<file path="src/rtl/pcpi_seq_mul_resp.sv">
// pcpi_seq_mul_resp: PCPI RV32M multiply responder (iterative shift-add); define PCPI_SEQ_MUL_EARLY_EN for zero-multiplier early exit
module pcpi_seq_mul_resp #(
  parameter int BITS_PER_CYCLE = 4
) (
  input  logic        clk,
  input  logic        reset,
  input  logic        pcpi_valid,
  input  logic [31:0] pcpi_insn,
  input  logic [31:0] pcpi_rs1,
  input  logic [31:0] pcpi_rs2,
  output logic        pcpi_wr,
  output logic [31:0] pcpi_rd,
  output logic        pcpi_wait,
  output logic        pcpi_ready
);
  localparam int N = 64 / BITS_PER_CYCLE;
  typedef enum logic [1:0] {IDLE, BUSY, DONE} state_t;
  state_t      state, state_n;
  logic        armed, match, accept, last, unused_ok;
  logic [1:0]  op;
  logic [6:0]  cnt;
  logic [63:0] mcand, mplier, acc, acc_nx, mplier_nx, rs1_x, rs2_x;
  assign match = pcpi_insn[6:0] == 7'b0110011 && pcpi_insn[31:25] == 7'b0000001 && !pcpi_insn[14];
  assign accept = state == IDLE && pcpi_valid && match && armed;
  assign rs1_x = {{32{pcpi_rs1[31] & (pcpi_insn[13] ^ pcpi_insn[12])}}, pcpi_rs1};
  assign rs2_x = {{32{pcpi_rs2[31] & (pcpi_insn[13:12] == 2'b01)}}, pcpi_rs2};
  assign acc_nx = acc + mcand * 64'(mplier[BITS_PER_CYCLE-1:0]);
  assign mplier_nx = mplier >> BITS_PER_CYCLE;
`ifdef PCPI_SEQ_MUL_EARLY_EN
  assign last = cnt == 7'(N - 1) || mplier_nx == '0;
`else
  assign last = cnt == 7'(N - 1);
`endif
  assign unused_ok = ^{pcpi_insn[24:15], pcpi_insn[11:7]};
  // next state and handshake outputs decoded from the current state
  always_comb begin
    state_n = state;
    pcpi_wait = 1'b0;
    pcpi_ready = 1'b0;
    pcpi_wr = 1'b0;
    state_n = state == IDLE ? (accept ? BUSY : IDLE) : state == BUSY ? (last ? DONE : BUSY) : IDLE;
    pcpi_wait = state == BUSY;
    pcpi_ready = state == DONE;
    pcpi_wr = state == DONE;
  end
  // state register
  always_ff @(posedge clk or posedge reset) begin
    if (reset) state <= IDLE;
    else state <= state_n;
  end
  // operand capture, shift-add iteration, result latch and re-arm tracking
  always_ff @(posedge clk or posedge reset) begin
    if (reset) begin
      armed <= 1'b1;
      op <= '0;
      cnt <= '0;
      mcand <= '0;
      mplier <= '0;
      acc <= '0;
      pcpi_rd <= '0;
    end else if (state == IDLE) begin
      if (!pcpi_valid) armed <= 1'b1;
      if (accept) begin
        op <= pcpi_insn[13:12];
        mcand <= rs1_x;
        mplier <= rs2_x;
        acc <= '0;
        cnt <= '0;
      end
    end else if (state == BUSY) begin
      acc <= acc_nx;
      mcand <= mcand << BITS_PER_CYCLE;
      mplier <= mplier_nx;
      cnt <= cnt + 7'd1;
      if (last) pcpi_rd <= op == 2'b00 ? acc_nx[31:0] : acc_nx[63:32];
    end else begin
      armed <= 1'b0;
    end
  end
endmodule
</file>
<file path="config.mk">
export PLATFORM = sky130hd
export DESIGN_NAME = pcpi_seq_mul_resp
export DESIGN_NICKNAME = d
export VERILOG_FILES = /design/src/rtl/pcpi_seq_mul_resp.sv
export SDC_FILE = /design/constraint.sdc
export NUM_CORES = 1
export LEC_CHECK = 0
export ABC_AREA = 1
export BUFFER_PORTS_ARGS = -buffer_cell sky130_fd_sc_hd__buf_2
export CORE_MARGIN = 4
export CORE_UTILIZATION = 35
export DETAILED_ROUTE_END_ITERATION = 10
export HOLD_SLACK_MARGIN = 0.12
export PLACE_DENSITY = 0.5
export SYNTH_ARGS = -nofsm -noshare
export SYNTH_HDL_FRONTEND = slang
export SYNTH_SLANG_ARGS = --single-unit
export TNS_END_PERCENT = 1
</file>
<file path="constraint.sdc">
create_clock -name clk -period 13 [get_ports clk]
set_clock_uncertainty 0.15 [all_clocks]
set_input_delay 0.65 -clock clk [delete_from_list [all_inputs] [get_ports clk]]
set_output_delay 0.65 -clock clk [all_outputs]
set_load 0.01 [all_outputs]
</file>
==> impl_results.md, run 1 <==
- CP Max Fanout: 63
- Worst min path class: input pin to register
- Routed Antenna Nets: 0
- Num CTS Buffers: 28
- Inst Count DP: 4083
- Startpoint Class: register
- Worst path buffer plus inverter count: 5
- N_diodes: 0
- Total negative slack: 0 ps
- Total Wirelength: 68530 um
- Max Clock Freq: 187.8 MHz
- WP data required: 13280 ps
- Cell family with most CP delay: adder cells
- GRT Util Overall: 20.99%
- TritonCTS clock tree: built
- Post-synth EDFFs: 0
- Power per cell area: 62.80 mW/mm^2
- Max Cap Viol: 0
- Area after DPL: 0.02292 mm^2
- Grt ovf: 0
- Yosys reg bits: 212
- Die Footprint: 0.06591 mm^2
- Critical path class: register to register
- Worst-margin pin slew: 1054 ps
- Post-Layout Cell Count: 4193
- P&R area growth vs syn: 13.26%
- CTS sink count: 212
- Crit path cell chain: buf_4 -> nand2_1 -> inv_1 -> fa_1 -> fa_1 -> inv_1 -> fa_1 -> inv_1 -> ha_1 -> nand2_1 -> inv_1 -> nand2_1 -> nor2_2 -> nand4_1 -> nand3_1 -> nand2_1 -> nand3_1 -> nand2_1 -> o21bai_1 -> nand2_1
- Final setup violation count: 0
- Period utilization: 40.95%
- Min Clock Period, post-route: 5324 ps
- # DRC: 0
- Outcome: completed
- # IOs: 134
- Rel. slew slack: 29.74%
- GPL Wtd Cong: 0.9145
- Worst-path clk slew: 60 ps
- Row cnt: 90
- Pre-antenna DRT Iters: 6
- Post-synth top flop: dfrtp_1
- Sequential share of the synthesized area: 24.51%
- First-pass GRT wire length: 110200 um
- Synthesized cell area: 0.02165 mm^2
- Fin. max-slew vios: 0
- Initial antenna violation count: 0
- # H-tree levels: 1
- Syn Area/Cell: 6.648 um^2
- FFs w/ async S/R, synth: 100.0%
- Fraction of layout cells with a size suffix above 1: 8.238%
- DR WL/cell: 16.34 um
- Setup crit end kind: register
- Clock Tree Buf Depth: 3
- DR iter-0 viols: 1364
- CORE AREA: 0.06081 mm^2
- Chip height: 256.7 um
- Worst VDD drop: 0.0001029 V
- CP max-delay cell: buf_4
- RSZ-0062 raised after global routing: false
- Postcts setup bufs: 0
- CP dominant cell by count: nand2_1
- Starting density of the core: 35.61%
- Cells after Synth: 3257
- FILL cells: 6560
- Max incr delay on CP: 620 ps
- Distinct cells, synth: 44
- Routed via count: 19162
- Dpl ws: 7865 ps
- Post-detail-place hpwl: 54110 um
- Synthesized Nets: 3607
- Largest net degree at the start of global routing: 96
- Lkg Pwr: 15.88 nW
- PortBufs: 118
- Setup ws final: 7676 ps
- Vias per Instance: 4.570
- Final #Nets: 3741
- Worst skew pair latency: 600 ps
- Post-route cell area: 0.02452 mm^2
- CTS Root Buffer Type: clkbuf_16
- WP data arrival: 5600 ps
- Final Hold Violating Endpoints: 0
- Vias in the first global route: 19232
- Layout Utilization: 40.33%
- Die X: 256.7 um
- Warning count from the yosys run: 0
## state kept, by name, summed over array words and instances (netlist names)
signal   count
mcand       64
cnt          7
op           2
acc         64
pcpi_rd     32
armed        1
state        2
mplier      40
## final timing paths
kind | cells after the start | to | start | slack (ps)
max in group asynchronous | 5 | pcpi_rd[28] | reset | 10020
min in group asynchronous | 3 | cnt[0] | reset | 530
setup / recovery | 20 | pcpi_rd[5] | mplier[1] | 7680
setup reg to reg | 20 | pcpi_rd[5] | mplier[1] | 7680
hold reg to reg | 2 | pcpi_rd[26] | pcpi_rd[26] | 320
hold / removal | 3 | mcand[22] | pcpi_rs1[22] | 160
## cells in the mapped netlist (3+ instances only)
master    count  share of area [%]
o22ai_1      10               0.29
xor2_1       17               0.69
xnor2_1       5               0.20
nand2_2      27               0.78
o21ai_1      22               0.51
nand4_1      13               0.38
buf_6         5               0.26
clkinv_1      3              0.052
nor3_2        6               0.28
o211ai_1     14               0.49
ha_1         69                4.0
o221ai_1     61                2.5
buf_2        25               0.58
inv_1       945                 16
nor2_4        3               0.16
a21oi_1      47                1.1
buf_4         8               0.28
nor2_2       24               0.69
nand2_1    1188                 21
nand3_2      11               0.51
buf_1         4              0.069
nor3_1       11               0.25
o21ai_0      51                1.2
clkbuf_1     45               0.78
fa_1        182                 17
nor4_1        5               0.14
dfrtp_1     211                 24
a22o_1        6               0.24
nor2_1       79                1.4
inv_2        12               0.21
nand3_1     122                2.8
o21bai_1     11               0.38
## report_power, final
part	switching, W	leakage [nW]	internal, W
registers	0	2.63	0.000660
clock network	0.000328	0.483	0.000510
logic	0.0000212	12.8	0.0000214
## layout by cell type, fill, tap and decap left out, types with 5 or more instances in the layout
cell type / n
nor4_1: 5
buf_4: 14
inv_1: 943
a22o_1: 6
fa_1: 182
nand2_1: 1186
buf_2: 118
clkbuf_16: 28
xor2_1: 17
nor3_2: 6
nand3_1: 122
nor2_1: 77
nand2_2: 28
ha_1: 69
nor3_1: 11
inv_2: 13
nand4_1: 13
dfrtp_1: 207
nor2_2: 25
a21oi_1: 47
nand3_2: 11
o21ai_1: 22
dlygate4sd3_1: 60
o22ai_1: 10
xnor2_1: 5
o21ai_0: 51
clkbuf_8: 6
o221ai_1: 61
o21bai_1: 11
o211ai_1: 14
## cell type report
class / count / area (um^2) / area share, %
clock buffer: 36 / 790.8 / 3.224
clock inverter: 14 / 214.0 / 0.8724
tap: 782 / 978.4 / 3.990
sequential: 212 / 5311 / 21.66
timing repair buffer: 192 / 1296 / 5.285
multi-input combinational: 1997 / 12320 / 50.25
inverter: 960 / 3611 / 14.72
## routing by layer
metal	vias to the layer above	wire, um	GRT usage (%)
met5	-	0	0
met4	0	1150	3.288
met3	51	3521	2.220
met2	443	29600	32.78
met1	8939	34260	32.07
li1	9729	-	-
## worst reg2reg max path, cell delays in order, from the launching register on
cell	delay [ps]
dfrtp_2	350
buf_4	620
nand2_1	200
inv_1	110
fa_1	400
fa_1	500
inv_1	60
fa_1	470
inv_1	40
ha_1	410
nand2_1	140
inv_1	90
nand2_1	80
nor2_2	130
nand4_1	140
nand3_1	250
nand2_1	180
nand3_1	110
nand2_1	100
o21bai_1	510
nand2_1	100
## cells by family after synthesis
logic type / Yosys count / synth area share (%)
compound gates: 226 / 6.795
xor+xnor: 22 / 0.8898
fa+ha+maj: 251 / 20.81
buf+inv: 1048 / 18.68
flops: 212 / 24.51
simple gates: 1498 / 28.32
## metrics by stage
| step | total power, W | hold slack [ps] |
|---|---|---|
| final | 0.001540 | 156.3 |
| after detailed placement | 0.0007020 | 311.8 |
| after global routing | 0.001599 | 138.8 |
| after floorplan | 0.0006828 | 299.8 |
| after global placement | 0.0007022 | 310.1 |
| after CTS | 0.001567 | 120.1 |
## timing repair
item,4_1_cts,5_1_grt
endpoints found under the hold margin,152,0
resized for setup,0,0
hold buffers,60,0
Power figures use the tool's default switching activity.
==> inputs of run 2 (changes only) <==
--- a/config.mk
+++ b/config.mk
@@ -11,7 +11,7 @@
 export CORE_UTILIZATION = 35
 export DETAILED_ROUTE_END_ITERATION = 10
 export HOLD_SLACK_MARGIN = 0.12
-export PLACE_DENSITY = 0.5
+export PLACE_DENSITY = 0.52
 export SYNTH_ARGS = -nofsm -noshare
 export SYNTH_HDL_FRONTEND = slang
 export SYNTH_SLANG_ARGS = --single-unit
==> constraint.sdc (replaced) <==
create_clock -name clk -period 4.8 [get_ports clk]
set_clock_uncertainty 0.15 [all_clocks]
set_input_delay 0.24 -clock clk [delete_from_list [all_inputs] [get_ports clk]]
set_output_delay 0.24 -clock clk [all_outputs]
set_load 0.01 [all_outputs]
==> run 2 against run 1 <==
  * Critical path depth rose by 1
  * Worst setup slack worse by 7500 ps
  * Via count increased by 1.1%
  * First-iteration DRC count fell by 6.6%
  * Power increased to 2.6 times the previous value
  * Routed wire length rose by 0.31%
  * Die area did not move
  * Register-to-register slack got worse by 7500 ps
  * Global-route usage decreased by 0.28 points
==> impl_results.md, run 2 (synthesis gave the netlist of run 1 again) <==
- # IOs: 134 (unchanged)
- Max incr delay on CP: 500 ps (-120 ps)
- Row cnt: 90 (unchanged)
- R2R Path End: pcpi_rd[25]
- Routed Antenna Nets: 0 (unchanged)
- TritonCTS clock tree: built
- Outcome: completed
- Min Hold Slack: 184.9 ps (+28.63 ps)
- P&R area growth vs syn: 14.93%
- Setup crit end kind: register
- Lkg Pwr: 16.05 nW (+1.1%)
- Num CTS Buffers: 27 (-3.6%)
- Cell family with most CP delay: adder cells
- RSZ-0062 raised after global routing: true
- # H-tree levels: 1 (unchanged)
- Final Hold Violating Endpoints: 0 (unchanged)
- WP data arrival: 4900 ps (-700 ps)
- Commonest non-fill, non-tap cell in the layout: nand2_1
- WP data required: 5100 ps (-8180 ps)
- Worst-path clk slew: 60 ps (about the same)
- CORE AREA: 0.06081 mm^2 (unchanged)
- Die Footprint: 0.06591 mm^2 (unchanged)
- Chip height: 256.7 um (unchanged)
- Die X: 256.7 um (unchanged)
- GPL Wtd Cong: 0.9558 (+4.5%)
- Startpoint Class: register
- Vias in the first global route: 19309 (+0.40%)
- Period utilization: 95.75% (+55 points)
- Pre-antenna DRT Iters: 5 (-1)
- Reg2Reg Setup Slack: 200 ps (-7470 ps)
- Starting density of the core: 35.61% (unchanged)
- Worst-margin pin slew: 1051 ps (-3.222 ps)
- Total Wirelength: 68750 um (+0.31%)
- Fin. max-slew vios: 0 (unchanged)
- Total negative slack: 0 ps (unchanged)
- Min Clock Period, post-route: 4596 ps (-727.9 ps)
- Crit path cell chain: buf_12 -> nand2_1 -> inv_1 -> fa_1 -> fa_1 -> inv_1 -> fa_1 -> inv_1 -> ha_1 -> nand2_1 -> nand3_1 -> nand2_1 -> nand2_1 -> nand2_1 -> nand3_2 -> nand2_1 -> nand2_1 -> o21ai_1 -> inv_1 -> nand2_1 -> nand2_1
- Initial antenna violation count: 1 (+1)
- Rel. slew slack: 29.95% (+0.21 points)
- FILL cells: 6548 (-0.18%)
- Post-Layout Cell Count: 4228 (+0.83%)
- Final setup violation count: 0 (unchanged)
- RR Startpoint: mplier[1]
- Top Registers: acc: 64 flops, mcand: 64 flops, mplier: 40 flops
- Reg2Reg Depth: 21 (+5.0%)
- Worst min path class: input pin to async pin
- CP Max Fanout: 30 (-52%)
- Worst path buffer plus inverter count: 5 (unchanged)
- Largest net degree at the start of global routing: 129 (+34%)
- First-pass GRT wire length: 109100 um (-0.96%)
- Post-detail-place hpwl: 53770 um (-0.63%)
- DR WL/cell: 16.26 um (-0.52%)
- Inst Count DP: 4102 (+0.47%)
- DR iter-0 viols: 1274 (-6.6%)
- Clock Tree Buf Depth: 3 (unchanged)
- CP max-delay cell: fa_1
- Worst VDD drop: 0.0002097 V (+100%)
- N_diodes: 0 (unchanged)
- Routed via count: 19376 (+1.1%)
- Max Clock Freq: 217.6 MHz (+16%)
- PortBufs: 118 (unchanged)
- Power per cell area: 163.1 mW/mm^2 (+160%)
- # DRC: 0 (unchanged)
- Most frequent cells in the layout: nand2_1 (1181), inv_1 (943), dfrtp_1 (207)
- GRT Util Overall: 20.71% (-0.28 points)
- Grt ovf: 0 (unchanged)
- Fraction of layout cells with a size suffix above 1: 9.112% (+0.87 points)
- Critical path class: register to register
- Max Cap Viol: 0 (unchanged)
- Vias per Instance: 4.583 (+0.28%)
- CTS sink count: 212 (unchanged)
- CP dominant cell by count: nand2_1
- Final #Nets: 3776 (+0.94%)
- Worst skew pair latency: 570 ps (-30 ps)
- CTS Root Buffer Type: clkbuf_16
-- run 2: worst max-delay path by stage --
| stage | start | to | cells past startpoint |
|---|---|---|---|
| 4_1_cts | mplier[1] | pcpi_rd[1] | 19 |
| 3_5_place_dp | mplier[1] | pcpi_rd[1] | 19 |
| 2_1_floorplan | mplier[2] | pcpi_rd[29] | 24 |
| 3_3_place_gp | mplier[1] | pcpi_rd[1] | 19 |
| 6_report | mplier[1] | pcpi_rd[25] | 21 |
| 5_1_grt | mplier[1] | pcpi_rd[11] | 22 |
-- run 2: layout make-up --
cell class	instances	area [um^2]	area share, %
clock buffer	40	794.5	3.193
multi-input combinational	1997	12380	49.74
inverter	960	3607	14.49
timing repair buffer	228	1692	6.797
tap	782	978.4	3.932
clock inverter	9	125.1	0.5028
sequential	212	5311	21.34
-- run 2: report_power, final --
part / switching, W / total [W] / internal [W]
Clock: 0.000851 / 0.00215 / 0.00130
Sequential: 0 / 0.00179 / 0.00179
Combinational: 0.0000589 / 0.000124 / 0.0000650
Total: 0.000910 / 0.00406 / 0.00315
-- run 2: worst min-delay path, stage by stage --
cell	delay, ps
dlygate4sd3_1	530
buf_2	130
clkinvlp_4	460
-- run 2: per-layer routing --
layer	track usage [%]	share of wire, %	vias to the layer above	wire [um]
li1	-	-	9790	-
met4	4.637	2.4	2	1621
met1	30.37	48	9056	33200
met2	32.63	44	449	29980
met3	2.901	5.7	79	3933
met5	0	0.019	-	13
-- run 2: per-stage QoR --
step           utilization (%)  power, W  worst slack (ps)  cell area, um^2
3_5_place_dp             38.02  0.001902             162.0            23120
4_1_cts                  40.77  0.004128             144.2            24790
5_1_grt                  40.93  0.004207            -5.674            24890
6_report                 40.93  0.004059             204.0            24890
2_1_floorplan                -  0.001850             798.3            21660
3_3_place_gp             38.02  0.001902             188.9            23120
-- run 2: what timing repair did --
action,4_1_cts,5_1_grt
hold endpoints to repair,107,0
hold buffers,75,0
gates resized for setup,0,19
setup endpoints to repair,0,24
setup buffers,0,1
==> inputs of run 3 (changes only) <==
--- a/config.mk
+++ b/config.mk
@@ -11,7 +11,7 @@
 export CORE_UTILIZATION = 35
 export DETAILED_ROUTE_END_ITERATION = 10
 export HOLD_SLACK_MARGIN = 0.12
-export PLACE_DENSITY = 0.52
+export PLACE_DENSITY = 0.5
 export SYNTH_ARGS = -nofsm -noshare
 export SYNTH_HDL_FRONTEND = slang
 export SYNTH_SLANG_ARGS = --single-unit
==> constraint.sdc (replaced) <==
create_clock -name clk -period 5.3 [get_ports clk]
set_clock_uncertainty 0.15 [all_clocks]
set_input_delay 0.265 -clock clk [delete_from_list [all_inputs] [get_ports clk]]
set_output_delay 0.265 -clock clk [all_outputs]
set_load 0.01 [all_outputs]
==> run 3 against run 2 <==
  * Global-route usage increased by 0.43 points
  * Worst setup slack improved by 360 ps
  * Count of clock-buffer cells in the layout decreased by 2
  * Sequential power decreased by 9%
  * Sequential cell count unchanged
  * First-iteration DRC count decreased by 1.9%
  * Critical path depth increased by 1
  * Die area unchanged
  * Critical endpoint is now pcpi_rd[4]
==> impl_results.md, run 3 (synthesis gave the netlist of run 1 again) <==
- Outcome: completed
- Worst-margin pin slew: 959.4 ps (-91.29 ps)
- Power per cell area: 150.7 mW/mm^2 (-7.6%)
- Grt ovf: 0 (unchanged)
- CORE AREA: 0.06081 mm^2 (unchanged)
- # H-tree levels: 1 (unchanged)
- Routed via count: 19388 (+0.062%)
- WP data required: 5610 ps (+510 ps)
- Chip height: 256.7 um (unchanged)
- Min Clock Period, post-route: 4736 ps (+139.6 ps)
- CTS Root Buffer Type: clkbuf_16
- DR WL/cell: 16.36 um (+0.63%)
- RSZ-0062 raised after global routing: false
- WP data arrival: 5040 ps (+140 ps)
- CTS sink count: 212 (unchanged)
- Row cnt: 90 (unchanged)
- Period utilization: 89.35% (-6.4 points)
- Fin. max-slew vios: 0 (unchanged)
- Final setup violation count: 0 (unchanged)
- Clock Tree Buf Depth: 3 (unchanged)
- Total negative slack: 0 ps (unchanged)
- Comb power frac: 3.0% (about the same)
- Area after DPL: 0.02311 mm^2 (about the same)
- Num CTS Buffers: 28 (+3.7%)
- Vias per Instance: 4.586 (about the same)
- Postcts setup bufs: 0 (unchanged)
- Initial antenna violation count: 0 (-1)
- Die Footprint: 0.06591 mm^2 (unchanged)
- Psw: 0.0008621 W (-5.2%)
- Total power: 0.003742 W (-7.8%)
- Max Cap Viol: 0 (unchanged)
- Startpoint Class: register
- CP Max Fanout: 63 (+110%)
- Total Wirelength: 69180 um (+0.63%)
- Sw frac: 23.04% (+0.64 points)
- Die X: 256.7 um (unchanged)
- TritonCTS clock tree: built
- Fraction of layout cells with a size suffix above 1: 8.706% (-0.41 points)
- Rel. slew slack: 36.04% (+6.1 points)
- PortBufs: 118 (unchanged)
- Setup crit end kind: register
- Most frequent cells in the layout: nand2_1 (1186), inv_1 (943), dfrtp_1 (207)
- Largest net degree at the start of global routing: 86 (-33%)
- First-pass GRT wire length: 110800 um (+1.5%)
- # IOs: 134 (unchanged)
- Vias in the first global route: 19574 (+1.4%)
- Critical path class: register to register
- Worst min path class: input pin to register
- Commonest non-fill, non-tap cell in the layout: nand2_1
- Final Hold Violating Endpoints: 0 (unchanged)
- Sequential power share: 43.3% (-0.7 points)
- P&R area growth vs syn: 14.68%
- Clock power frac: 53.7% (+0.8 points)
- Post-route cell area: 0.02483 mm^2 (-0.22%)
- Final #Nets: 3775 (-0.026%)
- DR iter-0 viols: 1250 (-1.9%)
- Reg2Reg Setup Slack: 560 ps (+360 ps)
- Worst-path clk slew: 60 ps (about the same)
- GRT Util Overall: 21.14% (+0.43 points)
- GPL Wtd Cong: 0.9164 (-4.1%)
- Top Registers: acc: 64 flops, mcand: 64 flops, mplier: 40 flops
- Starting density of the core: 35.61% (unchanged)
- N_diodes: 0 (unchanged)
- # DRC: 0 (unchanged)
- Routed Antenna Nets: 0 (unchanged)
- P_int: 0.002880 W (-8.6%)
- Worst skew pair latency: 600 ps (+30 ps)
- Lkg Pwr: 16.04 nW (about the same)
- Post-detail-place hpwl: 55000 um (+2.3%)
- Pre-antenna DRT Iters: 5 (unchanged)
- Worst VDD drop: 0.0002615 V (+25%)
- Max Clock Freq: 211.2 MHz (-2.9%)
run 3: cell count changes in the layout (fill, tap and decap cells not counted), sizes merged:
cell / change
clkbuf: -3
clkinvlp: +2
buf: -1
clkinv: +1
inv: +1
run 3: final timing paths:
| kind | from | to | depth (start not counted) |
|---|---|---|---|
| min in group asynchronous | reset | cnt[0] | 3 |
| max in group asynchronous | reset | mplier[0] | 4 |
| max | mplier[1] | pcpi_rd[4] | 22 |
| min | pcpi_insn[0] | cnt[3] | 6 |
| min reg2reg | pcpi_rd[18] | pcpi_rd[18] | 2 |
| max reg2reg | mplier[1] | pcpi_rd[4] | 22 |
run 3: layout make-up:
type | count | area (um^2)
fillers | 6671 | 35980
multi-input cells | 1997 | 12320
flip-flops and latches | 212 | 5311
inverters | 960 | 3607
repair buffers | 226 | 1639
well taps | 782 | 978.4
clock buffers | 38 | 798.3
clock inverters | 13 | 175.2
run 3: per-layer routing:
layer	track usage, %	vias up	routed length (um)	part of all wire, %
met4	3.288	0	1120	1.6
met2	33.28	403	29870	43
met3	2.605	60	3408	4.9
met1	31.84	9136	34780	50
met5	0	-	0	0
li1	-	9789	-	-
run 3: critical path, stage by stage (launching register included):
cell	delay [ps]
dfrtp_2	420
buf_12	200
nand2_1	110
inv_1	60
fa_1	500
fa_1	490
inv_1	50
fa_1	470
inv_1	40
ha_1	340
nand2_2	150
inv_1	50
nand2_1	60
nand2_1	100
nand3b_1	350
nand2_1	170
nand2_1	100
nand2_1	180
nand2_1	80
nand2_1	80
nand3_1	70
nand2_1	210
nand2_1	70
run 3: stage by stage:
| stage | utilization (%) | std cells | hold slack, ps | setup slack [ps] |
|---|---|---|---|---|
| floorplan | - | 3257 | 180.6 | 1298 |
| global placement | 38.00 | 4102 | 286.0 | 702.6 |
| detailed placement | 38.00 | 4102 | 289.3 | 670.7 |
| CTS | 40.84 | 4228 | 157.9 | 637.2 |
| global route | 40.84 | 4228 | 219.1 | 332.7 |
| finish | 40.84 | 4228 | 164.5 | 564.4 |
run 3: power by group through the flow:
stage	Clock, W	Combinational, W	Sequential, W
finish	0.00201	0.000112	0.00162
floorplan	0	0.0000264	0.00165
CTS	0.00207	0.000115	0.00162
detailed placement	0	0.0000741	0.00165
global placement	0	0.0000746	0.00165
global route	0.00213	0.000127	0.00162
run 3: repair_timing:
action,4_1_cts,5_1_grt
resized for setup,0,0
hold buffers,75,0
endpoints found under the hold margin,109,0
